**src/rtl/seg_pkg.sv**
```systemverilog
// seg_pkg: shared definitions for the seven-segment scan driver.
//   HEX_GLYPH : active-low {dp,g,f,e,d,c,b,a} glyphs for 0..F (dp bit off)
//   SEG_OFF   : all segments dark
//   scan_state_e : scan phase (digit shown / anti-ghosting gap)
package seg_pkg;

   localparam logic [7:0] SEG_OFF = 8'hFF;

   // Entry n is the glyph for hex digit n.
   localparam logic [15:0][7:0] HEX_GLYPH = {
      8'h8E, 8'h86, 8'hA1, 8'hC6,   // F E D C
      8'h83, 8'h88, 8'h90, 8'h80,   // B A 9 8
      8'hF8, 8'h82, 8'h92, 8'h99,   // 7 6 5 4
      8'hB0, 8'hA4, 8'hF9, 8'hC0    // 3 2 1 0
   };

   typedef enum logic [0:0] {
      SHOW = 1'b0,
      GAP  = 1'b1
   } scan_state_e;

endpackage

```
**src/rtl/seg_hex_decode.sv**
```systemverilog
// seg_hex_decode: combinational hex nibble to seven-segment glyph.
//   nib_i   : hex digit to show
//   dp_i    : decimal point, 1 = lit
//   blank_i : 1 = darken segments a..g (dp still follows dp_i)
//   segs_o  : active-low {dp,g,f,e,d,c,b,a}
module seg_hex_decode
   import seg_pkg::*;
(
   input  logic [3:0] nib_i,
   input  logic       dp_i,
   input  logic       blank_i,
   output logic [7:0] segs_o
);

   logic [7:0] glyph;

   assign glyph  = HEX_GLYPH[nib_i];
   assign segs_o = {~dp_i, blank_i ? 7'h7F : glyph[6:0]};

endmodule

```
**src/rtl/disp_scan.sv**
```systemverilog
// disp_scan: multiplexed seven-segment display driver.
//   sys_clk / sys_rst : clock, synchronous active-low reset
//   value_i, dp_i     : hex value (nibble k -> digit k) and decimal points
//   load              : strobe capturing value_i/dp_i into the shadow register
//   blank_lz          : leading-zero blanking enable
//   segs              : active-low {dp,g,f,e,d,c,b,a}
//   digs              : one-hot active-high digit enable
//   frame             : pulse in the first cycle digit 0 is driven
//   applied           : pulse when a pending load becomes the displayed value
module disp_scan
   import seg_pkg::*;
#(
   parameter int DIGITS   = 3,
   parameter int SCAN_DIV = 100000
) (
   input  logic                  sys_clk,
   input  logic                  sys_rst,
   input  logic [4*DIGITS-1:0]   value_i,
   input  logic [DIGITS-1:0]     dp_i,
   input  logic                  load,
   input  logic                  blank_lz,
   output logic [7:0]            segs,
   output logic [DIGITS-1:0]     digs,
   output logic                  frame,
   output logic                  applied
);

   localparam int CW = $clog2(SCAN_DIV);
   localparam int IW = $clog2(DIGITS);

   logic [CW-1:0]       cnt_q, cnt_d;
   logic [IW-1:0]       idx_q, idx_d;
   scan_state_e         state_q, state_d;
   logic [4*DIGITS-1:0] act_val_q, act_val_d, sh_val_q;
   logic [DIGITS-1:0]   act_dp_q, act_dp_d, sh_dp_q;
   logic                pend_q, pend_d;
   logic [7:0]          segs_q, segs_d, dec_segs;
   logic [DIGITS-1:0]   digs_q, digs_d;
   logic                frame_q, applied_q;
   logic                tick, apply_ev, blank_d, zero_run;

   assign tick = (cnt_q == CW'(SCAN_DIV - 1));

   // Outputs are registered from next-state values, so the state register
   // holds GAP exactly during the tick cycle: the last cycle of each slot
   // shows the blank gap.
   always_comb begin
      cnt_d   = tick ? '0 : cnt_q + CW'(1);
      state_d = (cnt_d == CW'(SCAN_DIV - 1)) ? GAP : SHOW;
      idx_d   = idx_q;
      if (state_q == GAP)
         idx_d = (idx_q == IW'(DIGITS - 1)) ? '0 : idx_q + IW'(1);
   end

   // Leaving the gap of the last digit is the frame boundary where the
   // shadow value is applied; a load on that same cycle bypasses the shadow.
   assign apply_ev = (state_q == GAP) && (idx_q == IW'(DIGITS - 1));

   always_comb begin
      act_val_d = act_val_q;
      act_dp_d  = act_dp_q;
      pend_d    = pend_q;
      if (apply_ev) begin
         pend_d = 1'b0;
         if (load) begin
            act_val_d = value_i;
            act_dp_d  = dp_i;
         end else if (pend_q) begin
            act_val_d = sh_val_q;
            act_dp_d  = sh_dp_q;
         end
      end else if (load) begin
         pend_d = 1'b1;
      end
   end

   // A digit above 0 is blanked when it and every digit above it are zero
   // and its own decimal point is off.
   always_comb begin
      blank_d  = 1'b0;
      zero_run = 1'b1;
      for (int k = DIGITS - 1; k >= 1; k--) begin
         zero_run = zero_run & (act_val_d[4*k +: 4] == 4'h0);
         if (idx_d == IW'(k))
            blank_d = blank_lz & zero_run & ~act_dp_d[k];
      end
   end

   seg_hex_decode u_dec (
      .nib_i   (act_val_d[{idx_d, 2'b00} +: 4]),
      .dp_i    (act_dp_d[idx_d]),
      .blank_i (blank_d),
      .segs_o  (dec_segs)
   );

   assign segs_d = (state_d == GAP) ? SEG_OFF : dec_segs;
   assign digs_d = (state_d == GAP) ? '0 : (DIGITS'(1) << idx_d);

   always_ff @(posedge sys_clk) begin
      if (!sys_rst) begin
         cnt_q     <= '0;
         idx_q     <= '0;
         state_q   <= SHOW;
         act_val_q <= '0;
         act_dp_q  <= '0;
         sh_val_q  <= '0;
         sh_dp_q   <= '0;
         pend_q    <= 1'b0;
         segs_q    <= HEX_GLYPH[0];
         digs_q    <= DIGITS'(1);
         frame_q   <= 1'b0;
         applied_q <= 1'b0;
      end else begin
         cnt_q     <= cnt_d;
         idx_q     <= idx_d;
         state_q   <= state_d;
         act_val_q <= act_val_d;
         act_dp_q  <= act_dp_d;
         pend_q    <= pend_d;
         if (load) begin
            sh_val_q <= value_i;
            sh_dp_q  <= dp_i;
         end
         segs_q    <= segs_d;
         digs_q    <= digs_d;
         frame_q   <= apply_ev;
         applied_q <= apply_ev & (load | pend_q);
      end
   end

   assign segs    = segs_q;
   assign digs    = digs_q;
   assign frame   = frame_q;
   assign applied = applied_q;

endmodule

```
**config.mk**
```make
export PLATFORM = sky130hd
export DESIGN_NAME = disp_scan
export DESIGN_NICKNAME = d
export VERILOG_FILES = /design/src/rtl/seg_pkg.sv /design/src/rtl/seg_hex_decode.sv /design/src/rtl/disp_scan.sv
export SDC_FILE = /design/constraint.sdc
export NUM_CORES = 1
export LEC_CHECK = 0
export CAP_MARGIN = 30
export CORE_MARGIN = 2
export CORE_UTILIZATION = 49
export CTS_CLUSTER_SIZE = 14
export DETAILED_ROUTE_END_ITERATION = 12
export GPL_ROUTABILITY_DRIVEN = 0
export PLACE_DENSITY = 0.81
export SLEW_MARGIN = 0
export SYNTH_ARGS = -nofsm -noshare
export SYNTH_HDL_FRONTEND = slang
export SYNTH_HIERARCHICAL = 1
export SYNTH_SLANG_ARGS = --single-unit
```
**constraint.sdc**
```tcl
create_clock -name sys_clk -period 8.6 [get_ports sys_clk]
set_input_delay 1.72 -clock sys_clk [delete_from_list [all_inputs] [get_ports sys_clk]]
set_output_delay 1.72 -clock sys_clk [all_outputs]
set_load 0.02 [all_outputs]
```
After elaboration in Yosys (flattened, before gate mapping). Memory sizes are Yosys's and may differ from the RTL's. Cells that the tools add are included. Widths: inputs -> output; s select.

Reductions and logical operators: 6. Shift-type cells: 2. Multiplexer cells: 18. Equality and inequality tests: 5. Add/subtract/negate cells: 2. Order comparisons: 2. Bitwise gates (word level): 11.

Operators by type and width (number): $mux 12 (3); $eq 17x17->1 const B (2); $add 17x1->17 const B (1); $mux 17 (1); $mux 6 (2); $shiftx 12x5->4 (1); $mux 3 (3); $logic_not 4->1 (2); $mux 7 (1); $and 1x1->1 (6); $lt 4x5->1 const B (1); $mux 1 (5); $eq 2x2->1 const B (2); $mux 2 (2); $not 1->1 (4); $reduce_or 2->1 (2); $lt 2x3->1 const B (1); $reduce_or 3->1 (1); $shl 1x2->3 const A (1); $add 2x1->2 const B (1); $bmux 1 s2 (1); $eq 2x1->1 const B (1); $logic_and 1x1->1 (1); $or 1x1->1 (1).

Memory bits (read-only): 128. Word-level logic and storage cells: 62. Bits of input ports: 19. Memories: 1. Register bits: 64.

Memory list: (no name shown) (words 16, bits a word 8, read ports 1, clocked after Yosys merged registers in 0, wr ports 0, RTL line seg_hex_decode.sv:17) `assign glyph = HEX_GLYPH[nib_i];`.

Longest topological paths before layout.
Depth after elaboration: 10. Mapped depth: 13. Gate-level depth less buffers: 11.

Modules after synthesis. Netlist, hierarchy kept.

Modules (own cells, without submodules): disp_scan (cells an instance 305, times used 1, area each 2835.2 µm², seq. area each 1281.2 µm²); seg_hex_decode (cells an instance 36, times used 1, area each 302.8 µm², seq. area each 0.0 µm²).

Least setup slack after synthesis. No wires, ideal clock.

Path kind: input-to-reg. Start point: input load. End point: register segs_q[6] (netlist: segs[6]). Data required time: 8.473 ns. Stages on the path: 12. Data arrival time: 4.539 ns. Buffers on the path: 2. Path slack: 3.934 ns. Setup time: 0.127 ns. Cells stage by stage: buf_2 > buf_1 > mux2_2 > mux2i_1 > o21ai_0 > mux2i_1 > a21oi_1 > inv_1 > ha_1 > mux2_1 > a221o_1 > or3_1.

Word-level cells in the longest chain between the ends: 8. Elaborated cells between the ends (all ways): 19.

Ends and longest elaborated chain: start, declared (RTL line disp_scan.sv:20) `input logic load,`; branches (longest 8 deep; another with $mem_v2 16x8); end signal, assigned (RTL line disp_scan.sv:109) `segs_q <= HEX_GLYPH[0];`; end signal, assigned (RTL line disp_scan.sv:124) `segs_q <= segs_d;`; end, declared (RTL line disp_scan.sv:37) `logic [7:0] segs_q, segs_d, dec_segs;`.

Several ways; the timed one is not identified. The select of a mux whose other input is x is not followed. A chain may end at the register's enable or synchronous reset.

Worst setup path after layout. Ends and elaborated chain as after synthesis.

==> results.py <==
metrics = {
    "final_layout": {
        "nFillCells": 558,
        "drive_above_1_share": 0.09730,
        "final_nets": 392,
        "antenna_cells": 0,
        "synthToLayoutAreaGrowth_pct": 16.67,
    },
    "timing": {
        "fin_setup_tns_ns": 0,
        "finClkSkew_ns": 0.008628,
        "worst_pin_slew_ns": 0.9345,
        "fmax_mhz": 176.0,
        "slew_headroom": 0.3749,
        "fin_crit_ns": 5.683,
        "slew_violations": 0,
        "rsz0062_at_grt": "no",
        "final-hold-violation-count": 0,
        "fin_crit_sh": 0.6608,
        "setup_violations": 0,
    },
    "global_route": {
        "gr-max-usage-layer": "met2",
        "use_met1": 0.2491,
        "grt_overflow": 0,
        "grt.total_usage": 0.1908,
        "grt_antenna_before_repair": 0,
        "grt_pass1_vias": 2404,
        "grt_max_degree": 28,
        "grt_pass1_wl_mm": 10.83,
        "met3_usage": 0.05045,
        "grt_util_met2": 0.3066,
    },
    "setup_path": {
        "worstSetupEndpointType": "flip-flop",
        "arrival_ns": 5.91,
        "r2r_slack_ns": 4.37,
        "ff2ff_path_depth": 11,
        "start_kind": "primary input",
        "crit_type": "primary input to flip-flop",
        "reg2reg_from": "idx_q[1]$_SDFF_PN0_",
        "crit_required_ns": 8.83,
        "timing.rr.end": "segs[6]$_SDFF_PP1_",
        "cp_max_fo": 21,
    },
    "logic_synthesis": {
        "synth_area_mm2": 0.003138,
        "synth_top_flop_cell": "dfxtp_1",
        "synth_warnings": 6,
        "yosysTopAreaCellShare": 0.4083,
        "synth.ff_latch_count": 64,
        "syn-num-nets": 368,
        "async_reset_ff_frac": 0,
        "synth_top_cell_by_area": "dfxtp_1",
        "ys_top_cells_by_area": "dfxtp_1, mux2i_1, nor2_1",
        "synth.avg_cell_area_um2": 9.202,
        "syn_inst": 341,
        "ys_types": 55,
        "ys_seq_area_frac": 0.4083,
        "synth_edf_count": 0,
    },
    "cts": {
        "h-tree-depth": 3,
        "cts_made_buffers": 9,
        "insertion_delay_ns": 0.34,
        "hold_buffers": 0,
        "clkSlewWorstSetupHoldPaths_ns": 0.07,
        "cts_sinks": 64,
        "ctsRootBufferMaster": "clkbuf_8",
        "ctsResizeCount": 0,
        "clockBufferDepth": 2,
        "tritoncts": "done",
        "cts_setup_buffers": 0,
    },
    "floorplanning": {
        "num_rows": 29,
        "coreArea_mm2": 0.006277,
        "fp.dieArea_mm2": 0.007060,
        "die-width_um": 84.03,
        "die_h_um": 84.03,
        "io_pins": 32,
        "initial_core_util": 0.4999,
    },
    "hold_path": {
        "hp-class": "flip-flop to flip-flop",
        "whs_endpoint": "sh_val_q[2]$_SDFFE_PN0P_",
        "min_from": "sh_val_q[2]$_SDFFE_PN0P_",
        "hold_path_depth": 2,
    },
    "placed_design": {
        "io_buffers": 31,
        "dp_hpwl_mm": 4.460,
    },
    "power": {
        "power_density_mw_per_mm2": 169.5,
        "finalPower_uw": 620.7,
        "leakage_nw": 1.389,
        "irDropWorstVdd_uv": 122.5,
    },
    "drt": {
        "ant_nets": 0,
        "wirelength_mm": 6.338,
        "dr.first_iter.drc_count": 149,
        "vias_per_cell": 5.562,
        "num_vias": 2486,
        "avgRoutedWirePerCell_um": 14.18,
        "drc": 0,
        "first_pass_iters": 4,
    },
    "flow_run": {
        "drv_cap": 0,
    },
    "run_status": {
        "outcome": "complete, no violations",
    },
}
## synthesized netlist by cell type, drive strengths merged (3+ instances only)
cell,instances
a21oi,12
and2,13
and3,5
buf,10
clkbuf,8
dfxtp,64
ha,8
inv,11
mux2,7
mux2i,21
mux4,3
nand2,17
nand2b,5
nand3,8
nand4,5
nor2,55
nor2b,3
nor3,6
nor3b,4
nor4,6
o21a,7
o21ai,9
o22ai,7
or2,3
or3,3
xnor2,12
xor2,5
## sequential cells by signal, summed over array words and instances, names as in the netlist
signal,count
cnt_q,17
act_val_q,12
sh_val_q,12
segs,8
act_dp_q,3
digs,3
sh_dp_q,3
idx_q,2
applied,1
frame,1
pend_q,1
state_q,1
## metrics by stage
stage            util  setup slack, ns  hold slack (ns)  cells  cell area, um^2
2_1_floorplan       -            3.934           0.4558    341             3138
3_5_place_dp   0.5481            2.567           0.4829    431             3441
5_1_grt        0.5832            2.596           0.5193    447             3661
3_3_place_gp   0.5481            2.758           0.4780    431             3441
4_1_cts        0.5832            2.919           0.4990    447             3661
6_report       0.5832            2.917           0.4951    447             3661
## area by class of cell
cell class	count	area [um^2]	share of cell area
Clock buffer	10	137.6	0.03759
Clock inverter	6	82.58	0.02256
Inverter	12	45.04	0.01230
Multi-Input combinational cell	247	1708	0.4665
Sequential cell	64	1281	0.3500
Tap cell	77	96.34	0.02632
Timing Repair Buffer	31	310.3	0.08476
## worst max path at each step
stage	slack, ns	from	end	depth (start not counted)
finish	2.92	load	segs[6]$_SDFF_PP1_	11
global route	2.60	load	segs[6]$_SDFF_PP1_	11
CTS	2.92	load	segs[6]$_SDFF_PP1_	11
detailed placement	2.57	load	segs[6]$_SDFF_PP1_	11
global placement	2.76	load	segs[6]$_SDFF_PP1_	11
floorplan	3.93	load	segs[6]$_SDFF_PP1_	12
## logic make-up (layout without fill, tap and decap cells)
logic type	count (synthesis)	count (layout)	share of synthesized area
AOI/OAI and AO/OA	51	51	0.1156
xor gates and xnor gates	17	17	0.04745
adders and majority gates	8	8	0.03190
buffers and inverters	30	59	0.04744
DFF	64	64	0.4083
muxes	31	31	0.1136
and+or+nand+nor	140	140	0.2356
## placed cells by master, fill, tap and decap left out, types with 4 or more instances in the layout
cell and instances:
dfxtp_1 64, nor2_1 54, clkdlybuf4s50_1 31, mux2i_1 21, nand2_1 16, and2_1 13, a21oi_1 12, xnor2_1 12
inv_1 11, clkbuf_8 10, o21ai_0 9, ha_1 8, o21a_1 7, o22ai_1 7, nand3_1 7, nor3_1 6
mux2_2 5, nand2b_1 5, and3_1 5, xor2_1 5, nor4_1 5, nor3b_1 4, nand4_1 4
## metal layers
layer | up-vias | wire length (um)
met5 | - | 0
met4 | 0 | 29
met3 | 2 | 301
met2 | 56 | 2943
met1 | 1190 | 3064
li1 | 1238 | -
## worst max-delay path: stages
cell and delay, ns:
clkdlybuf4s50_1 1.07, o21a_1 0.70, mux2i_1 0.21, o21ai_0 0.22
mux2i_1 0.10, a21oi_1 0.49, inv_1 0.19, ha_1 0.27
mux2_1 0.31, a221o_1 0.28, or3_1 0.33
## power breakdown
part	switching, mW	total [mW]	internal [mW]
Sequential	0.00361	0.306	0.302
Clock	0.117	0.286	0.170
Combinational	0.0143	0.0288	0.0144
Total	0.135	0.621	0.486
No activity file was read; power rests on OpenSTA's default activity.
==> RTL change 1: new RTL, same flow settings <==
Make the reset (`sys_rst`) asynchronous in one clocked block. Comments in the files are not updated.
--- a/src/rtl/disp_scan.sv
+++ b/src/rtl/disp_scan.sv
@@ -96,7 +96,7 @@
    assign segs_d = (state_d == GAP) ? SEG_OFF : dec_segs;
    assign digs_d = (state_d == GAP) ? '0 : (DIGITS'(1) << idx_d);
 
-   always_ff @(posedge sys_clk) begin
+   always_ff @(posedge sys_clk or negedge sys_rst) begin
       if (!sys_rst) begin
          cnt_q     <= '0;
          idx_q     <= '0;
Function: same outputs for any inputs over 10 cycles, from zero or initial values and one cycle with sys_rst low; that may be too few to reach the edited logic, so the function may still have changed.
==> RTL change 1 against the original RTL <==
- synthesized area grew 4.9%
- non-clock buffer count grew 3
- routed wire length grew 5.9%
- clock skew grew 0.0039 ns
- critical path depth grew 1
- worst setup slack lost 0.24 ns
- sequential cell count is the same
- register-to-register slack lost 0.44 ns
- maximum frequency shrank 4.0%
- final area grew 6.3%
- critical endpoint is now segs[1]$_DFF_PN0_
- highest routed layer unchanged
Power is not compared: it rests on default switching activity, and its combinational part moved more than twofold at a synthesized area within 25%.
==> RTL change 1: results <==
{
  "nets": 378,
  "max_slew_margin_pct": 38.1,
  "synthMuxAreaShare_pct": 10.2,
  "synth-xor-area-share_pct": 3.72,
  "avgViaCountPerCell": 5.79,
  "grt_max_degree": 65,
  "use_met3_pct": 5.58,
  "diodes": 0,
  "clkLatencyLatePin_ns": 0.34,
  "critical_path.max_fanout": 19,
  "gr-usage-met1_pct": 25.1,
  "grt_pass1_vias": 2483,
  "arrival_ns": 6.15,
  "skew_ns": 0.0126,
  "synth_fa_ha_area_share_pct": 3.04,
  "cpPeakStageDelay_ns": 0.94,
  "dp_hpwl_um": 4700,
  "pre_cts_slack_ns": 2.33,
  "largestRegisters": "cnt_q x17, act_val_q x12, sh_val_q x12",
  "synthFlopType": "dfrtp_1",
  "grt_pass1_wl_um": 11500,
  "wire_per_inst_um": 15.5,
  "r2r_start": "state_q$_DFF_PN0_",
  "drt-initial-drc-count": 123,
  "met1Wirelength_um": 2900,
  "ys_seq_area_share_pct": 48.7,
  "synthTopCellsByCount": "dfrtp_1, nor2_1, mux2_2, o21ai_0, nand2_1",
  "grt.met2_usage_pct": 32.2,
  "synth_nets": 346,
  "synthArstFlopShare_pct": 100,
  "ys_types": 54,
  "grt_use_total_pct": 19.9,
  "hp-start": "act_val_q[7]$_DFF_PN0_",
  "status": "finished clean",
  "synth_compound_area_share_pct": 10.6,
  "route.met2.wl_um": 3330,
  "cts-buffers-inserted": 9,
  "dr_wl_met3_um": 359
}
RTL change 1: final timing paths:
| kind | endpoint | slack [ns] | cells past startpoint |
|---|---|---|---|
| worst max register to register | segs[1]$_DFF_PN0_ | 3.93 | 11 |
| worst min register to register | act_val_q[7]$_DFF_PN0_ | 0.51 | 2 |
| min in group asynchronous | act_val_q[11]$_DFF_PN0_ | 1.54 | 2 |
| worst max-delay path | segs[1]$_DFF_PN0_ | 2.68 | 12 |
| max in group asynchronous | cnt_q[11]$_DFF_PN0_ | 6.54 | 2 |
| worst min-delay path | act_val_q[7]$_DFF_PN0_ | 0.51 | 2 |
RTL change 1: through the flow:
stage | total power [mW] | hold slack (ns) | std cells | cell area [um2] | util, %
floorplan | 0.363 | 0.457 | 319 | 3290 | -
global placement | 0.390 | 0.479 | 416 | 3640 | 56.6
detailed placement | 0.393 | 0.490 | 417 | 3640 | 56.7
CTS | 0.716 | 0.507 | 433 | 3890 | 60.6
global route | 0.737 | 0.515 | 433 | 3890 | 60.6
finish | 0.709 | 0.506 | 433 | 3890 | 60.6
RTL change 1: where the power goes:
group          internal, mW  total (mW)  leakage (nW)  switching (mW)
Sequential            0.316       0.321         0.809         0.00486
Clock                 0.201       0.323         0.119           0.121
Combinational        0.0329      0.0658         0.716          0.0329
Total                 0.550       0.709          1.64           0.159
RTL change 1: worst max-delay path, delay by kind of cell:
family                     cells  cell delay, ns
buffers and inverters          2            1.17
and+or+nand+nor                6            1.86
adders and majority gates      1            0.34
AOI/OAI and AO/OA              3            1.05
RTL change 1: area by class of cell:
cell class / count / area [um2]
multi-input combinational: 231 / 1570
clock inverter: 6 / 114
clock buffer: 10 / 138
sequential: 64 / 1610
inverter: 11 / 41.3
tap: 77 / 96.3
fill: 494 / 2530
timing repair buffer: 34 / 325
==> RTL change 2: new RTL, same flow settings <==
Without the edit above. `SCAN_DIV`: 100000 -> 200000.
--- a/src/rtl/disp_scan.sv
+++ b/src/rtl/disp_scan.sv
@@ -11,7 +11,7 @@
    import seg_pkg::*;
 #(
    parameter int DIGITS   = 3,
-   parameter int SCAN_DIV = 100000
+   parameter int SCAN_DIV = 200000
 ) (
    input  logic                  sys_clk,
    input  logic                  sys_rst,
Function: no difference found for any inputs over 10 cycles, from zero or initial values and one cycle with sys_rst low; that may be too few to reach the edited logic, so the function may still have changed.
==> RTL change 2 against the original RTL <==
- global-route usage rose by 1.3 points
- final area rose by 5.2%
- routed wire length rose by 10%
- total power rose by 2.9%
- die area rose by 5.4%
- sequential cell count rose by 1
- synthesized area rose by 5.7%
- clock power rose by 4%
- clock skew rose by 0.0039 ns
- worst hold slack improved by 0.0014 ns
- final cell count rose by 8.9%
- count of clock-buffer cells in the layout rose by 1
- worst setup slack improved by 0.067 ns
- critical path type unchanged
- critical endpoint unchanged
- largest cell class unchanged
==> RTL change 2: results <==
{
  "skew_ns": 0.0126,
  "cpLargestDelayFamily": "buffers and inverters",
  "synth_nets": 409,
  "power_leakage_nw": 1.41,
  "synth_area_leaders": "dfxtp_1, nor2_1, mux2i_1",
  "max_slew_margin_pct": 35.4,
  "ys_types": 58,
  "antenna_found_initial": 0,
  "clk_pin_slew_ns": 0.07,
  "avgViaCountPerCell": 5.78,
  "grt_pass1_wl_um": 12100,
  "drt-initial-drc-count": 165,
  "hp-class": "flip-flop to flip-flop",
  "dp_hpwl_um": 4900,
  "rr_worst_depth": 9,
  "pre_cts_slack_ns": 2.62,
  "power_frac_comb_pct": 4.8,
  "clkLatencyLatePin_ns": 0.35,
  "placed_area_mm2": 0.00362,
  "status": "finished clean",
  "synthFlopType": "dfxtp_1",
  "ys_seq_area_share_pct": 39.2,
  "peakVddDrop_uv": 85.5,
  "post_cts_buffers": 0,
  "grt_max_degree": 36,
  "route.vias.total": 2814,
  "pg_clk_mw": 0.298,
  "netSwitchingFraction_pct": 21.7,
  "cpPeakStageDelay_ns": 1.11,
  "pwr-share-seq_pct": 48.6,
  "synthTopCellsByCount": "dfxtp_1, nor2_1, nand2_1",
  "drive_gt1_share_pct": 8.54,
  "grt_use_total_pct": 20.3,
  "whs_path_depth": 2,
  "nets": 432,
  "worst_path_max_delay_cell": "clkdlybuf4s50_1",
  "arrival_ns": 5.84,
  "critical_path.max_fanout": 19,
  "grt_pass1_vias": 2564,
  "diodes": 0,
  "dp_cells": 471,
  "largestRegisters": "cnt_q x18, act_val_q x12, sh_val_q x12",
  "post_cts_resized": 0,
  "netlist_instances": 382,
  "wire_per_inst_um": 14.3
}
-- RTL change 2: changes by cell type in the layout (fill, tap and decap cells not counted), moves of 3 or more --
cell / unedited run / this run
nor3b_1: 4 / 0
and2_1: 13 / 9
nor3_1: 6 / 9
o21ai_0: 9 / 12
mux2i_1: 21 / 16
inv_1: 11 / 16
a21o_1: 0 / 3
nand2_1: 16 / 31
o22ai_1: 7 / 12
a211oi_1: 1 / 6
-- RTL change 2: cell type report --
cell class / instances / area [um2]
Tap cell: 77 / 96.3
Multi-Input combinational cell: 280 / 1840
Fill cell: 574 / 2610
Clock inverter: 5 / 77.6
Inverter: 17 / 63.8
Clock buffer: 11 / 151
Timing Repair Buffer: 32 / 318
Sequential cell: 65 / 1300
-- RTL change 2: final timing paths --
check                           startpoint                  endpoint  slack (ns)
hold reg to reg   sh_val_q[7]$_SDFFE_PN0P_  sh_val_q[7]$_SDFFE_PN0P_        0.50
setup reg to reg       idx_q[1]$_SDFF_PN0_        segs[6]$_SDFF_PP1_        4.70
hold / removal    sh_val_q[7]$_SDFFE_PN0P_  sh_val_q[7]$_SDFFE_PN0P_        0.50
setup / recovery                      load        segs[6]$_SDFF_PP1_        2.98
-- RTL change 2: cells by family (layout without fill, tap and decap cells) --
kind of cell / count (synthesis) / count (layout) / synth area share (%)
and+or+nand+nor: 156 / 156 / 25.0
muxes: 23 / 23 / 7.54
xor gates and xnor gates: 15 / 15 / 3.96
DFF: 65 / 65 / 39.2
adders and majority gates: 8 / 8 / 3.02
AOI/OAI and AO/OA: 78 / 78 / 16.1
buffers and inverters: 37 / 65 / 5.17
-- RTL change 2: per-layer routing --
layer  vias up  global-route usage (%)  wire, um
met2        82                    32.8      3320
li1       1402                       -         -
met1      1314                    25.8      3140
met4         0                    7.81       146
met5         -                       0         0
met3        16                    5.81       359
